$ cat src/rtl/wb_reg_responder_pkg.sv
// Shared register offsets, termination states and decode helpers for the
// Wishbone register responder.
package wb_reg_responder_pkg;

  localparam logic [31:0] OFF_ID      = 32'h0000_0000;
  localparam logic [31:0] OFF_STATUS  = 32'h0000_0010;
  localparam logic [31:0] OFF_PULSE   = 32'h0000_0014;
  localparam logic [31:0] OFF_RW_BASE = 32'h0000_0040;
  localparam logic [31:0] OFF_RO_BASE = 32'h0000_0080;

  typedef enum logic {
    ST_IDLE,
    ST_TERM
  } term_state_t;

  // Word-aligned and inside [base, base+size); written as a difference so a
  // window ending at 2^32 does not overflow.
  function automatic logic in_window(input logic [31:0] adr,
                                     input logic [31:0] base,
                                     input logic [31:0] size);
    logic [31:0] off;
    off = adr - base;
    return (adr >= base) && (off < size) && (adr[1:0] == 2'b00);
  endfunction

  function automatic logic [31:0] sel_mask(input logic [3:0] sel);
    return {{8{sel[3]}}, {8{sel[2]}}, {8{sel[1]}}, {8{sel[0]}}};
  endfunction

endpackage

$ cat src/rtl/wb_sticky_w1c.sv
// 32-bit sticky status register: set pulses accumulate, write-1 clears,
// set beats clear on the same bit in the same cycle.
module wb_sticky_w1c (
  input  logic        clk,
  input  logic        rst_n,
  input  logic [31:0] i_set,
  input  logic [31:0] i_clr,
  output logic [31:0] o_status
);

  logic [31:0] r_status;

  always_ff @(posedge clk or negedge rst_n) begin
    if (!rst_n) begin
      r_status <= '0;
    end else begin
      r_status <= (r_status & ~i_clr) | i_set;
    end
  end

  assign o_status = r_status;

endmodule

$ cat src/rtl/wb_reg_responder.sv
// Wishbone classic responder for one address window: ID, sticky status,
// pulse controls, R/W control registers and read-only fabric inputs.
module wb_reg_responder
  import wb_reg_responder_pkg::*;
#(
  parameter logic [31:0] BASE_ADDRESS = 32'h8000_5200,
  parameter int unsigned MEMORY_SIZE  = 512,
  parameter int unsigned NUM_RW       = 8,
  parameter int unsigned NUM_RO       = 4,
  parameter logic [31:0] ID_VALUE     = 32'h5349_0001
) (
  input  logic                   clk,
  input  logic                   rst_n,
  input  logic                   wb_cyc_i,
  input  logic                   wb_stb_i,
  input  logic                   wb_we_i,
  input  logic [31:0]            wb_adr_i,
  input  logic [3:0]             wb_sel_i,
  input  logic [31:0]            wb_dat_i,
  output logic [31:0]            wb_dat_o,
  output logic                   wb_ack_o,
  output logic                   wb_err_o,
  output logic [NUM_RW*32-1:0]   rw_regs_o,
  input  logic [NUM_RO*32-1:0]   ro_regs_i,
  input  logic [31:0]            status_set_i,
  output logic [31:0]            pulse_o
);

  term_state_t r_state;
  logic        r_ack;
  logic        r_err;
  logic [31:0] r_dat;
  logic [31:0] r_pulse;
  logic [31:0] r_rw [NUM_RW];

  logic        w_accept;
  logic        w_in_win;
  logic        w_wr;
  logic [31:0] w_off;
  logic [3:0]  w_idx;
  logic [31:0] w_wmask;
  logic [31:0] w_rdata;
  logic [31:0] w_clr;
  logic [31:0] w_status;

  assign w_accept = wb_cyc_i & wb_stb_i & ~r_ack & ~r_err;
  assign w_in_win = in_window(wb_adr_i, BASE_ADDRESS, 32'(MEMORY_SIZE));
  assign w_wr     = w_accept & w_in_win & wb_we_i;
  assign w_off    = wb_adr_i - BASE_ADDRESS;
  assign w_idx    = w_off[5:2];
  assign w_wmask  = sel_mask(wb_sel_i);
  assign w_clr    = (w_wr && (w_off == OFF_STATUS)) ? (wb_dat_i & w_wmask) : '0;

  // Unlisted offsets and indices beyond NUM_RW/NUM_RO fall through to zero.
  always_comb begin
    w_rdata = '0;
    if (w_off == OFF_ID) begin
      w_rdata = ID_VALUE;
    end else if (w_off == OFF_STATUS) begin
      w_rdata = w_status;
    end else if (w_off[31:6] == OFF_RW_BASE[31:6]) begin
      for (int unsigned i = 0; i < NUM_RW; i++) begin
        if (w_idx == i[3:0]) w_rdata = r_rw[i];
      end
    end else if (w_off[31:6] == OFF_RO_BASE[31:6]) begin
      for (int unsigned i = 0; i < NUM_RO; i++) begin
        if (w_idx == i[3:0]) w_rdata = ro_regs_i[32*i +: 32];
      end
    end
  end

  wb_sticky_w1c u_status (
    .clk      (clk),
    .rst_n    (rst_n),
    .i_set    (status_set_i),
    .i_clr    (w_clr),
    .o_status (w_status)
  );

  always_ff @(posedge clk or negedge rst_n) begin
    if (!rst_n) begin
      r_state <= ST_IDLE;
      r_ack   <= 1'b0;
      r_err   <= 1'b0;
      r_dat   <= '0;
      r_pulse <= '0;
      for (int unsigned i = 0; i < NUM_RW; i++) r_rw[i] <= '0;
    end else begin
      case (r_state)
        ST_IDLE: begin
          r_ack   <= 1'b0;
          r_err   <= 1'b0;
          r_dat   <= '0;
          r_pulse <= '0;
          if (w_accept) begin
            r_state <= ST_TERM;
            if (w_in_win) begin
              r_ack <= 1'b1;
              r_dat <= w_rdata;
            end else begin
              r_err <= 1'b1;
            end
          end
          if (w_wr) begin
            if (w_off == OFF_PULSE) r_pulse <= wb_dat_i & w_wmask;
            for (int unsigned i = 0; i < NUM_RW; i++) begin
              if (w_off == OFF_RW_BASE + 32'(4 * i))
                r_rw[i] <= (r_rw[i] & ~w_wmask) | (wb_dat_i & w_wmask);
            end
          end
        end
        ST_TERM: begin
          r_state <= ST_IDLE;
          r_ack   <= 1'b0;
          r_err   <= 1'b0;
          r_dat   <= '0;
          r_pulse <= '0;
        end
      endcase
    end
  end

  always_comb begin
    rw_regs_o = '0;
    for (int unsigned i = 0; i < NUM_RW; i++) rw_regs_o[32*i +: 32] = r_rw[i];
  end

  assign wb_ack_o = r_ack;
  assign wb_err_o = r_err;
  assign wb_dat_o = r_dat;
  assign pulse_o  = r_pulse;

endmodule
$ cat config.mk
export PLATFORM = sky130hd
export DESIGN_NAME = wb_reg_responder
export DESIGN_NICKNAME = d
export VERILOG_FILES = /design/src/rtl/wb_reg_responder_pkg.sv /design/src/rtl/wb_sticky_w1c.sv /design/src/rtl/wb_reg_responder.sv
export SDC_FILE = /design/constraint.sdc
export NUM_CORES = 1
export LEC_CHECK = 0
export ABC_AREA = 0
export BUFFER_PORTS_ARGS = -buffer_cell sky130_fd_sc_hd__clkbuf_2
export CORE_ASPECT_RATIO = 1.75
export CORE_MARGIN = 10
export CORE_UTILIZATION = 40
export DETAILED_ROUTE_END_ITERATION = 10
export HOLD_SLACK_MARGIN = 0.05
export PLACE_DENSITY = 0.69
export SLEW_MARGIN = 10
export SYNTH_ARGS = -nofsm -noshare
export SYNTH_HDL_FRONTEND = slang
export SYNTH_SLANG_ARGS = --single-unit
$ cat constraint.sdc
create_clock -name clk -period 3 [get_ports clk]
set_input_delay 0.3 -clock clk [delete_from_list [all_inputs] [get_ports clk]]
set_output_delay 0.3 -clock clk [all_outputs]
set_load 0.05 [all_outputs]
==> summary.txt, run 1 <==
Register bit total from synthesis: 355
Register area share after synthesis: 50.5%
Post-CTS Hold Fix Bufs: 33
Internal: 0.00794 W
Critical Path, Cell by Cell: clkbuf_2 -> buf_4 -> nor3_1 -> o21ai_1 -> o41a_1 -> nor4_1 -> buf_4 -> o21ai_4 -> buf_12 -> nor3_2 -> buf_4 -> mux2_2
Largest stage delay on the critical path: 0.43 ns
Die W: 178 um
Syn Area/Cell: 13.8 um^2
Fmax: 0.362 GHz
CTS buffer count: 37
Nets@finish: 2192
Net Switching: 0.00251 W
Vias per cell: 5.86
Share of cells above drive strength 1: 58.0%
Post-DP Area: 22300 um^2
Core Box Area: 43500 um^2
First-pass GRT wire length: 111 mm
Initial drt markers: 1376
CTS resizes: 0
Warnings from Yosys: 0
Max-cap violations: 0
Tot Pwr: 0.0104 W
Top cell type's share of synthesized area: 50.5%
Outcome: finished clean
Clock sink total: 355
Combinational Power Share: 8.3%
Final setup fails: 0
Synth Net Count: 1505
Syn-to-layout area delta: 35.9%
Relative slew margins: 45.9%
Clock-pin slew on the worst setup and hold paths: 0.06 ns
PD cells: 437 nW/um^2
WL/cell: 30.0 um
CTS tree: yes
GRT overflow: 0
Clk network pwr share: 45.8%
Initial antenna violation count: 5
Detailed Route WL: 76.6 mm
Post-route cell area: 23900 um^2
Die Y-Extent: 297 um
Top post-synthesis cells by area: dfrtp_1 51%, mux2_2 14%, mux4_2 10%, mux2_4 4.1%, nor3_4 2.8%
Arrival @ worst endpoint: 3.18 ns
Detailed placement HPWL: 59.3 mm
Mapped cell area: 17600 um^2
Post-CTS Setup Inserts: 0
Clock Skews: 0.0202 ns
Die ar.: 53100 um^2
Num rows: 101
Final period utilization: 92.1%
Post-synthesis async set-or-reset flop share: 100%
I/O pin count: 555
Number of synthesized flops with an enable pin: 0
Number of global-route vias before repair: 16200
Register-to-register setup slack: 0.32 ns
Synth area leader: dfrtp_1
Endpoint class of the critical path: flip-flop
Worst-Margin Slew: 0.812 ns
Number of port buffers: 554
RSZ-0062 raised after global routing: no
Worst skew pair latency: 0.54 ns
Final ANT Viol Nets: 0
Yosys cell types: 55
Final Max Tran Viols: 0
Peak fanout along the critical path: 17
CP dominant cell by count: buf_4
Clock Tree Root: clkbuf_16
Synth Flop Type: dfrtp_1
Tmin final: 2.76 ns
HP Class: input port to flip-flop
CP Launch Type: input port
Worst VDD drop: 0.510 mV
Crit Path Category: input port to flip-flop
Initial Util: 40.5%
Final hold vios: 0
WP data required: 3.41 ns
RD Place Congestion: 0.959
DRC errors left: 0
Pre-antenna DRT Iters: 5
Largest net degree at the start of global routing: 97
CTS max path bufs: 3
Tot GR Track Use: 28.0%
Leak pwr: 12.0 nW
Slowest CP cell: o41a_1
Synth Instances: 1270
Via count: 15000
H-tree Lvls: 2
Sequential share of power: 45.8%
Switch share: 24.1%
==> worst max-delay path: cells and delay by family <==
kind | cells | cell delay [ns]
compound gates | 3 | 0.77
buf+inv | 5 | 0.85
mux | 1 | 0.35
simple gates | 3 | 0.87
==> worst paths after layout <==
path / startpoint / end / cells past startpoint
max: wb_adr_i[9] / flip-flop / 12
max reg2reg: wb_err_o$_DFF_PN0_ / flip-flop / 10
max in group asynchronous: rst_n / wb_dat_o[25]$_DFF_PN0_ / 3
min: wb_dat_i[31] / flip-flop / 2
min reg2reg: u_status.o_status[21]$_DFF_PN0_ / u_status.o_status[21]$_DFF_PN0_ / 2
min in group asynchronous: rst_n / asynchronous set/reset pin / 2
==> layout make-up <==
cell class | count | area, um^2
antenna | 4 | 10.0
clock buffer | 54 | 1050
clock inverter | 10 | 175
fill | 3719 | 19600
inverter | 7 | 26.3
multi-input combinational | 824 | 8380
sequential | 355 | 8880
tap | 566 | 708
timing repair buffer | 732 | 4660
==> layer usage <==
layer | vias up | track usage, % | wire, um
li1 | 6252 | - | -
met1 | 7734 | 30.1 | 25900
met2 | 786 | 51.1 | 41500
met3 | 181 | 5.16 | 5290
met4 | 2 | 13.4 | 3960
met5 | - | 0 | 13
==> through the flow <==
stage	cells	hold WS [ns]	worst slack (ns)	util, %	TNS (ns)
floorplan	1270	0.00441	0.165	-	0
global placement	2451	0.409	-0.297	51.4	-71.69
detailed placement	2451	0.418	-0.304	51.4	-67.69
CTS	2548	0.105	0.254	54.9	0
global route	2552	0.132	0.144	55.0	0
finish	2552	0.122	0.236	55.0	0
==> logic make-up after synthesis <==
kind of cell             synth area share, %
AO/OA/AOI/OAI                           6.59
XOR/XNOR                               0.299
buffers and inverters                   2.12
adder cells (fa/ha/maj)                0.142
flip-flops                              50.5
AND/OR/NAND/NOR                         10.9
multiplexers                            29.4
==> cells in the final DEF (no fill, tap or decap), drive strengths merged, types with 6 or more instances in the layout <==
| cell type | count |
|---|---|
| and2 | 13 |
| o21ai | 7 |
| nor2 | 45 |
| dfrtp | 355 |
| mux2 | 275 |
| nor2b | 7 |
| mux2i | 12 |
| nor3 | 47 |
| mux4 | 79 |
| nor4 | 40 |
| inv | 8 |
| clkbuf | 605 |
| buf | 148 |
| nand3 | 40 |
| dlygate4sd3 | 33 |
| o41ai | 33 |
| xnor2 | 6 |
| a222oi | 26 |
| a21o | 13 |
| nand2 | 51 |
| a21oi | 36 |
| a22oi | 12 |
| nand2b | 36 |
==> cell usage after synthesis, types with 3 or more instances <==
| library cell | number |
|---|---|
| nand2_1 | 51 |
| nor2b_1 | 7 |
| o211ai_1 | 3 |
| o32a_1 | 4 |
| dfrtp_1 | 355 |
| mux2_4 | 48 |
| o21ai_0 | 5 |
| buf_2 | 4 |
| nand4_1 | 4 |
| o22ai_1 | 5 |
| and2_1 | 13 |
| nor3_1 | 15 |
| mux4_2 | 79 |
| xnor2_1 | 6 |
| nor2_1 | 45 |
| mux2i_1 | 12 |
| nor3_4 | 30 |
| mux2_2 | 222 |
| nand3_1 | 38 |
| clkbuf_1 | 58 |
| a222oi_1 | 26 |
| a21oi_1 | 36 |
| o41ai_1 | 33 |
| or4_1 | 3 |
| buf_4 | 3 |
| a22oi_1 | 12 |
| nor4_1 | 39 |
| mux2_1 | 5 |
| a21o_1 | 13 |
| inv_1 | 7 |
| buf_1 | 17 |
| nand2b_1 | 36 |
==> power by group through the flow <==
stage / Clock, W / Sequential, W / Combinational (W)
after floorplan: 0 / 0.00488 / 0.000298
after global placement: 0 / 0.00488 / 0.000832
after detailed placement: 0 / 0.00488 / 0.000841
after CTS: 0.00484 / 0.00479 / 0.000879
after global routing: 0.00502 / 0.00479 / 0.000934
final: 0.00479 / 0.00479 / 0.000870
Note: power is estimated with default switching activity, not from simulation.
==> run 2: changes to the inputs <==
- PLACE_DENSITY: 0.69 -> 0.72
- clock period: 3 -> 2.3 ns (I/O delays scaled with it)
==> run 2 against run 1 <==
Compared with the run above: the flow now finishes with violations (setup timing); global-route usage grew 1.2 points; die area stayed put; power is 33% higher; non-clock buffer count is 53 higher; cell area increased by 9.9%; combinational power increased by 43%; via count increased by 3.7%; sequential power up 30%; cell count increased by 2.0%; critical path type is now flip-flop to flip-flop.
==> summary.txt, run 2 (synthesis results as in run 1) <==
Outcome: finished, violations left
Failing checks: setup timing
Syn-to-layout area delta: 49.3%
Endpoint class of the critical path: flip-flop
Number of port buffers: 554 (unchanged)
Tmin final: 2.58 ns
Setup WS post-layout: -0.277 ns (-0.512 ns)
CTS tree: yes
Most frequent cells in the layout: 549 x clkbuf_2, 354 x dfrtp_1, 255 x mux2_4
Worst VDD drop: 0.575 mV (+13%)
Detailed placement HPWL: 61.3 mm (+3.3%)
Crit Path Category: flip-flop to flip-flop
PD cells: 527 nW/um^2 (+21%)
CTS buffer count: 35 (-5.4%)
Leading cell type in the layout, fill and taps excluded: clkbuf_2
Multi-input logic area: 10000 um^2 (+19%)
Initial antenna violation count: 5 (unchanged)
Pre-antenna DRT Iters: 6 (+1)
Nets@finish: 2243 (+2.3%)
Clock Skews: 0.0123 ns (-0.00795 ns)
Detailed Route WL: 81.4 mm (+6.3%)
Initial drt markers: 1511 (+9.8%)
RSZ-0062 raised after global routing: yes
Initial Util: 40.5% (unchanged)
Worst-case reg-to-reg path depth: 11 (+1)
Peak fanout along the critical path: 8 (-9)
Tot GR Track Use: 29.3% (+1.2 points)
Post-route cell area: 26300 um^2 (+9.9%)
Arrival @ worst endpoint: 2.98 ns (-0.20 ns)
DRC errors left: 0 (unchanged)
Vias per cell: 5.96 (+1.7%)
CTS max path bufs: 3 (unchanged)
Leak pwr: 13.6 nW (+13%)
HP Start: wb_dat_i[29]
Fmax: 0.388 GHz
Relative slew margins: 40.7% (-5.1 points)
Clock-pin slew on the worst setup and hold paths: 0.07 ns (about the same)
Reg area: 8880 um^2 (about the same)
First-pass GRT wire length: 115 mm (+4.0%)
WP data required: 2.70 ns (-0.71 ns)
WL/cell: 31.3 um (+4.3%)
Final period utilization: 112%
Largest net degree at the start of global routing: 77 (-21%)
Worst r2r src: wb_ack_o$_DFF_PN0_
Die ar.: 53100 um^2 (unchanged)
Fin cells: 2602 (+2.0%)
CP Launch Type: flip-flop
GRT overflow: 0 (unchanged)
Worst skew pair latency: 0.52 ns (-0.02 ns)
Die W: 178 um (unchanged)
Worst-Margin Slew: 0.889 ns (+0.0772 ns)
H-tree Lvls: 2 (unchanged)
Final ANT Viol Nets: 0 (unchanged)
Tot Pwr: 0.0138 W (+33%)
I/O pin count: 555 (unchanged)
Clock Tree Root: clkbuf_16
Post-DP Area: 23200 um^2 (+3.9%)
Placed insts: 2487 (+1.5%)
Final setup fails: 284 (+284)
Final Max Tran Viols: 0 (unchanged)
Hold_ws: 0.0946 ns (-0.0279 ns)
Die Y-Extent: 297 um (unchanged)
Worst Setup SP: wb_ack_o$_DFF_PN0_
Final hold vios: 0 (unchanged)
Clock sink total: 355 (unchanged)
Setup TNS Final: -49.08 ns (-49.08 ns)
Core Box Area: 43500 um^2 (unchanged)
Share of cells above drive strength 1: 64.4% (+6.4 points)
Hold Path Depth: 2 (unchanged)
Max-cap violations: 0 (unchanged)
Via count: 15500 (+3.7%)
RD Place Congestion: 0.936 (-2.4%)
HP Class: input port to flip-flop
Number of global-route vias before repair: 16500 (+1.6%)
Layout fillers: 3416 (-8.1%)
Num rows: 101 (unchanged)
run 2: final timing paths:
kind | to | slack, ns
min | flip-flop | 0.09
min in group asynchronous | asynchronous set/reset pin | 0.25
min reg2reg | u_status.o_status[27]$_DFF_PN0_ | 0.52
max | flip-flop | -0.28
max reg2reg | flip-flop | -0.28
max in group asynchronous | asynchronous set/reset pin | 1.14
run 2: power by group:
group / internal [W] / switching, W
Clock: 0.00380 / 0.00256
Sequential: 0.00624 / 0.00000217
Combinational: 0.000521 / 0.000720
Total: 0.0106 / 0.00328
run 2: critical path: stages, from the launching register on:
cell and delay (ns):
dfrtp_1 0.42, nor4bb_4 0.35, buf_4 0.19, nand2b_4 0.08
nor4_4 0.21, buf_4 0.20, and2_4 0.20, buf_4 0.12
nand2_2 0.06, nor3_4 0.15, buf_12 0.17, mux2_4 0.30
run 2: stage by stage:
step	utilization (%)	setup WS (ns)
after floorplan	-	-0.440
after global placement	53.3	-0.775
after detailed placement	53.3	-0.784
after CTS	58.7	-0.291
after global routing	60.4	-0.322
final	60.4	-0.277
run 2: final cells by class:
class | count | share of cell area, %
antenna | 4 | 0.0381
clock buffer | 50 | 3.93
clock inverter | 11 | 0.810
inverter | 7 | 0.100
multi-input combinational | 824 | 38.1
sequential | 355 | 33.8
tap | 566 | 2.70
timing repair buffer | 785 | 20.5
run 2: metal layers:
layer	track usage [%]	up-vias	part of all wire (%)	routed length, um
li1	-	6360	-	-
met1	32.5	8037	35	28100
met2	51.1	895	52	42500
met3	4.84	212	6.7	5440
met4	16.9	2	6.6	5370
met5	0	-	0.016	13
run 2: repair_timing:
item,4_1_cts,5_1_grt
pin swaps,37,31
resized for setup,186,108
setup buffers,4,7
endpoints found under the hold margin,82,0
hold buffers,33,0
cloned,0,6
endpoints found under the setup margin,328,344
